==> src/rtl/pulse_slot_arbiter.sv <==
// pulse_slot_arbiter
//   Shares one loadable down-counting pulse timer between N requesters.
//   Round-robin arbitration picks a winner, loads the counter with that
//   requester's length and drives the shared pulse for exactly that many
//   cycles, then strobes done to the winner for one cycle.
//
// Ports
//   clk     rising-edge clock
//   rst     synchronous reset, active-high
//   req     [N]    per-requester request level, held until its done
//   len     [N*W]  per-requester pulse length, slice i = len[i*W +: W]
//   cancel  aborts the pulse in progress (RUN only)
//   grant   [N]    one-hot requester being served, zero when idle
//   pulse   shared timer output, high while the counter runs
//   done    [N]    one-cycle completion strobe to the served requester
//   busy    high whenever not idle
module pulse_slot_arbiter #(
  parameter int N = 4,
  parameter int W = 4
) (
  input  logic           clk,
  input  logic           rst,
  input  logic [N-1:0]   req,
  input  logic [N*W-1:0] len,
  input  logic           cancel,
  output logic [N-1:0]   grant,
  output logic           pulse,
  output logic [N-1:0]   done,
  output logic           busy
);

  localparam int PW = (N > 1) ? $clog2(N) : 1;

  typedef enum logic [1:0] {
    S_IDLE = 2'd0,
    S_RUN  = 2'd1,
    S_DONE = 2'd2
  } state_e;

  state_e         state_q, state_d;
  logic [W-1:0]   cnt_q, cnt_d;
  logic [PW-1:0]  ptr_q, ptr_d;
  logic [PW-1:0]  win_q, win_d;
  logic [N-1:0]   grant_q, grant_d;

  // Per-requester length view
  logic [N-1:0][W-1:0] len_a;

  for (genvar i = 0; i < N; i++) begin : g_len
    assign len_a[i] = len[i*W +: W];
  end

  // Round-robin scan: first set request starting at ptr, wrapping mod N.
  logic          found;
  logic [PW-1:0] win_idx;
  logic [PW:0]   scan_idx;

  always_comb begin
    found    = 1'b0;
    win_idx  = '0;
    scan_idx = '0;
    for (int k = 0; k < N; k++) begin
      scan_idx = {1'b0, ptr_q} + (PW+1)'(k);
      if (scan_idx >= (PW+1)'(N)) scan_idx = scan_idx - (PW+1)'(N);
      if (!found && req[scan_idx[PW-1:0]]) begin
        found   = 1'b1;
        win_idx = scan_idx[PW-1:0];
      end
    end
  end

  // Next-state logic
  always_comb begin
    state_d = state_q;
    cnt_d   = cnt_q;
    ptr_d   = ptr_q;
    win_d   = win_q;
    grant_d = grant_q;
    case (state_q)
      S_IDLE: begin
        if (found) begin
          grant_d          = '0;
          grant_d[win_idx] = 1'b1;
          win_d            = win_idx;
          cnt_d            = len_a[win_idx];
          // A zero-length request skips RUN entirely so no pulse is emitted
          state_d          = (len_a[win_idx] == '0) ? S_DONE : S_RUN;
        end
      end
      S_RUN: begin
        // cnt is always >= 1 in RUN, so the decrement cannot wrap
        cnt_d = cnt_q - 1'b1;
        if (cancel || cnt_q == W'(1)) state_d = S_DONE;
      end
      S_DONE: begin
        state_d = S_IDLE;
        grant_d = '0;
        // Winner drops to lowest priority for the next round
        ptr_d   = (win_q == PW'(N-1)) ? '0 : win_q + 1'b1;
      end
      default: begin
        state_d = S_IDLE;
        grant_d = '0;
      end
    endcase
  end

  always_ff @(posedge clk) begin
    if (rst) begin
      state_q <= S_IDLE;
      cnt_q   <= '0;
      ptr_q   <= '0;
      win_q   <= '0;
      grant_q <= '0;
    end else begin
      state_q <= state_d;
      cnt_q   <= cnt_d;
      ptr_q   <= ptr_d;
      win_q   <= win_d;
      grant_q <= grant_d;
    end
  end

  // Outputs come only from registers / state decode
  assign grant = grant_q;
  assign pulse = (state_q == S_RUN);
  assign busy  = (state_q != S_IDLE);
  assign done  = (state_q == S_DONE) ? grant_q : '0;

endmodule
==> config.mk <==
export PLATFORM = sky130hd
export DESIGN_NAME = pulse_slot_arbiter
export DESIGN_NICKNAME = d
export VERILOG_FILES = /design/src/rtl/pulse_slot_arbiter.sv
export SDC_FILE = /design/constraint.sdc
export NUM_CORES = 1
export LEC_CHECK = 0
export BUFFER_PORTS_ARGS = -buffer_cell sky130_fd_sc_hd__buf_4
export CORE_MARGIN = 2
export CORE_UTILIZATION = 52
export CTS_BUF_LIST = sky130_fd_sc_hd__clkbuf_4 sky130_fd_sc_hd__clkbuf_8
export CTS_CLUSTER_SIZE = 20
export DETAILED_ROUTE_END_ITERATION = 8
export PLACE_DENSITY_LB_ADDON = 0.15
export SLEW_MARGIN = 10
export SYNTH_ARGS = -nofsm -noshare
export SYNTH_HDL_FRONTEND = slang
export SYNTH_SLANG_ARGS = --single-unit
export TNS_END_PERCENT = 10
==> constraint.sdc <==
create_clock -name clk -period 3 [get_ports clk]
set_clock_uncertainty 0.15 [all_clocks]
set_input_delay 0.6 -clock clk [delete_from_list [all_inputs] [get_ports clk]]
set_output_delay 0.6 -clock clk [all_outputs]
set_load 0.02 [all_outputs]
==> impl_metrics.ini <==
[grt]
antenna_found_initial = 0
overflow = 0
grt_pass1_vias = 925
grt_use_total_pct = 23.5
grt_pass1_wl_mm = 3.80
grt_max_degree = 16

[finish]
instances_no_fill = 187
nNetsFinal = 190
areaGrowthSynthToFinish_pct = 26.7
num_antenna_cells = 0
stdcell_area_um2 = 1270
final_util_pct = 71.8
mostFrequentLayoutCells = 33 x buf_4, 23 x nor2_1, 14 x dfxtp_1
mostFrequentLayoutCell = buf_4
drive_gt1_share_pct = 27.2

[drt]
num_vias = 1097
viasPerCell = 5.87
drc = 0
wire_per_inst_um = 12.7
postRouteAntennaNets = 0
first_pass_iters = 4
routed_wl_mm = 2.38
first_iter_violations = 34

[job]
maxCapViolations = 0

[die]
die_width_um = 47.8
coreArea_um2 = 1760
num_rows = 15
io_pins = 33
start_util_pct = 56.7
fp.dieArea_um2 = 2290
die_y_um = 47.8

[synthesis]
ys_seq_area_share_pct = 28.0
synth_warnings = 0
synth-main-ff-cell = dfxtp_1
synth-async-reset-ratio_pct = 0
ys_seq_elements = 14
synth_area_um2 = 1000
synth.distinct_cells = 35
syn_inst = 131
synthesis.nets = 157
synth_edf_count = 0
synth.avg_cell_area_um2 = 7.63

[power]
p_per_area_nw_per_um2 = 607
p_comb_share_pct = 50.6
ir_drop_mv = 0.277
p_total_mw = 0.768
sw_frac_of_total_pct = 41.9
pwr-share-seq_pct = 36.2
p_leak_nw = 0.547
clkPwrFrac_pct = 13.3
p_int_mw = 0.446
power.switching_mw = 0.322

[placed_design]
hpwlAfterDp_mm = 1.89
place.gp.congestion = 0.856
dp.cells = 184
port_buffers = 32
pre_cts_ws_ns = 0.119
place_area_um2 = 1240

[clocking]
hold_buffers = 0
cts_buffer_depth = 2
cts_resized = 0
clkLatencyLatePin_ns = 0.27
cts.clk_slew.worst_paths_ns = 0.08
cts.sinks = 14
h-tree-depth = 1
cts_made_buffers = 3
cts_tree = yes
cts_setup_buffers = 0
cts-root-buf = clkbuf_4

[timing]
worst_slack_ns = 0.385
max_freq_ghz = 0.382
setup_viol_count_final = 0
rsz0062_at_grt = false
fin_hold_ws_ns = 0.322
fin_crit_sh_pct = 87.2
min_period_ns = 2.62
max_slew.worst_pin.slew_ns = 0.563
hold_viol = 0
maxSlewHeadroom_pct = 62.3
slew_violations = 0
tns_ns = 0

[worst_setup_path]
critPathArrivalTime_ns = 2.64
required_ns = 3.02
startpoint_type = input pin
crit_top_cell = or4_1
crit_type = in -> reg
worst_path_largest_cell_delay_ns = 0.73
cp_max_fo = 13
cp_cell_sequence = buf_4, nor2b_1, or4_1, nand3_1, a32oi_1, or4_1, a22o_1
slowest_stage = or4_1
end_kind = flop

[worst_hold_path]
hp-class = reg -> reg

[outcome]
status = complete, no violations
-- worst max-delay path: cells and delay by family --
family          cells  cell delay (ns)
simple gates        4             1.59
compound gates      2             0.32
buf+inv             1             0.12
-- cells in the mapped netlist (3+ instances only) --
cell | number | share of area (%)
a21bo_2 | 3 | 3.0
nand3_1 | 7 | 3.5
a32oi_1 | 6 | 5.3
ha_1 | 3 | 3.8
nor4_1 | 5 | 3.1
dfxtp_1 | 14 | 28
nor2b_1 | 5 | 3.1
inv_1 | 4 | 1.5
and2_1 | 5 | 3.1
nand2_1 | 13 | 4.9
nor3_1 | 3 | 1.5
nor3b_1 | 4 | 3.0
a221oi_1 | 6 | 5.3
nor2_1 | 23 | 8.6
-- state kept, by name, indices dropped and copies added (netlist names) --
name     flops
cnt_q        4
ptr_q        2
grant        4
win_q        2
state_q      2
-- path summary, 6_finish.rpt --
| path | start | end | slack, ns | cells after the start |
|---|---|---|---|---|
| min | win_q[1] | win_q[1] | 0.32 | 2 |
| max reg2reg | ptr_q[1] | state_q[0] | 0.49 | 5 |
| max | req[2] | state_q[0] | 0.38 | 7 |
| min reg2reg | win_q[1] | win_q[1] | 0.32 | 2 |
-- power groups by stage --
stage	clock [mW]	combinational [mW]	sequential [mW]
6_report	0.102	0.388	0.278
5_1_grt	0.110	0.432	0.284
4_1_cts	0.103	0.387	0.277
3_5_place_dp	0	0.384	0.281
3_3_place_gp	0	0.374	0.278
2_1_floorplan	0	0.275	0.277
-- area by class of cell --
cell class	instances	area [µm²]
Clock buffer	3	22.5
Tap cell	25	31.3
Fill cell	165	498
Inverter	4	15.0
Timing Repair Buffer	33	248
Sequential cell	14	280
Multi-Input combinational cell	108	669
-- cells by family after synthesis --
family | after synthesis | synth area share (%)
AND/OR/NAND/NOR | 75 | 38.7
adder cells (fa/ha/maj) | 3 | 3.76
AO/OA/AOI/OAI | 28 | 22.5
flip-flops | 14 | 28.0
buffers and inverters | 9 | 5.01
multiplexers | 2 | 2.00
-- metal layers --
metal / share of wire, % / track usage (%) / routed length (µm)
met1: 43 / 29.1 / 1020
met4: 3.8 / 15.7 / 90
met5: 0 / 0 / 0
met3: 6.9 / 3.77 / 164
met2: 46 / 37.1 / 1110
(Power assumes the default switching activity.)
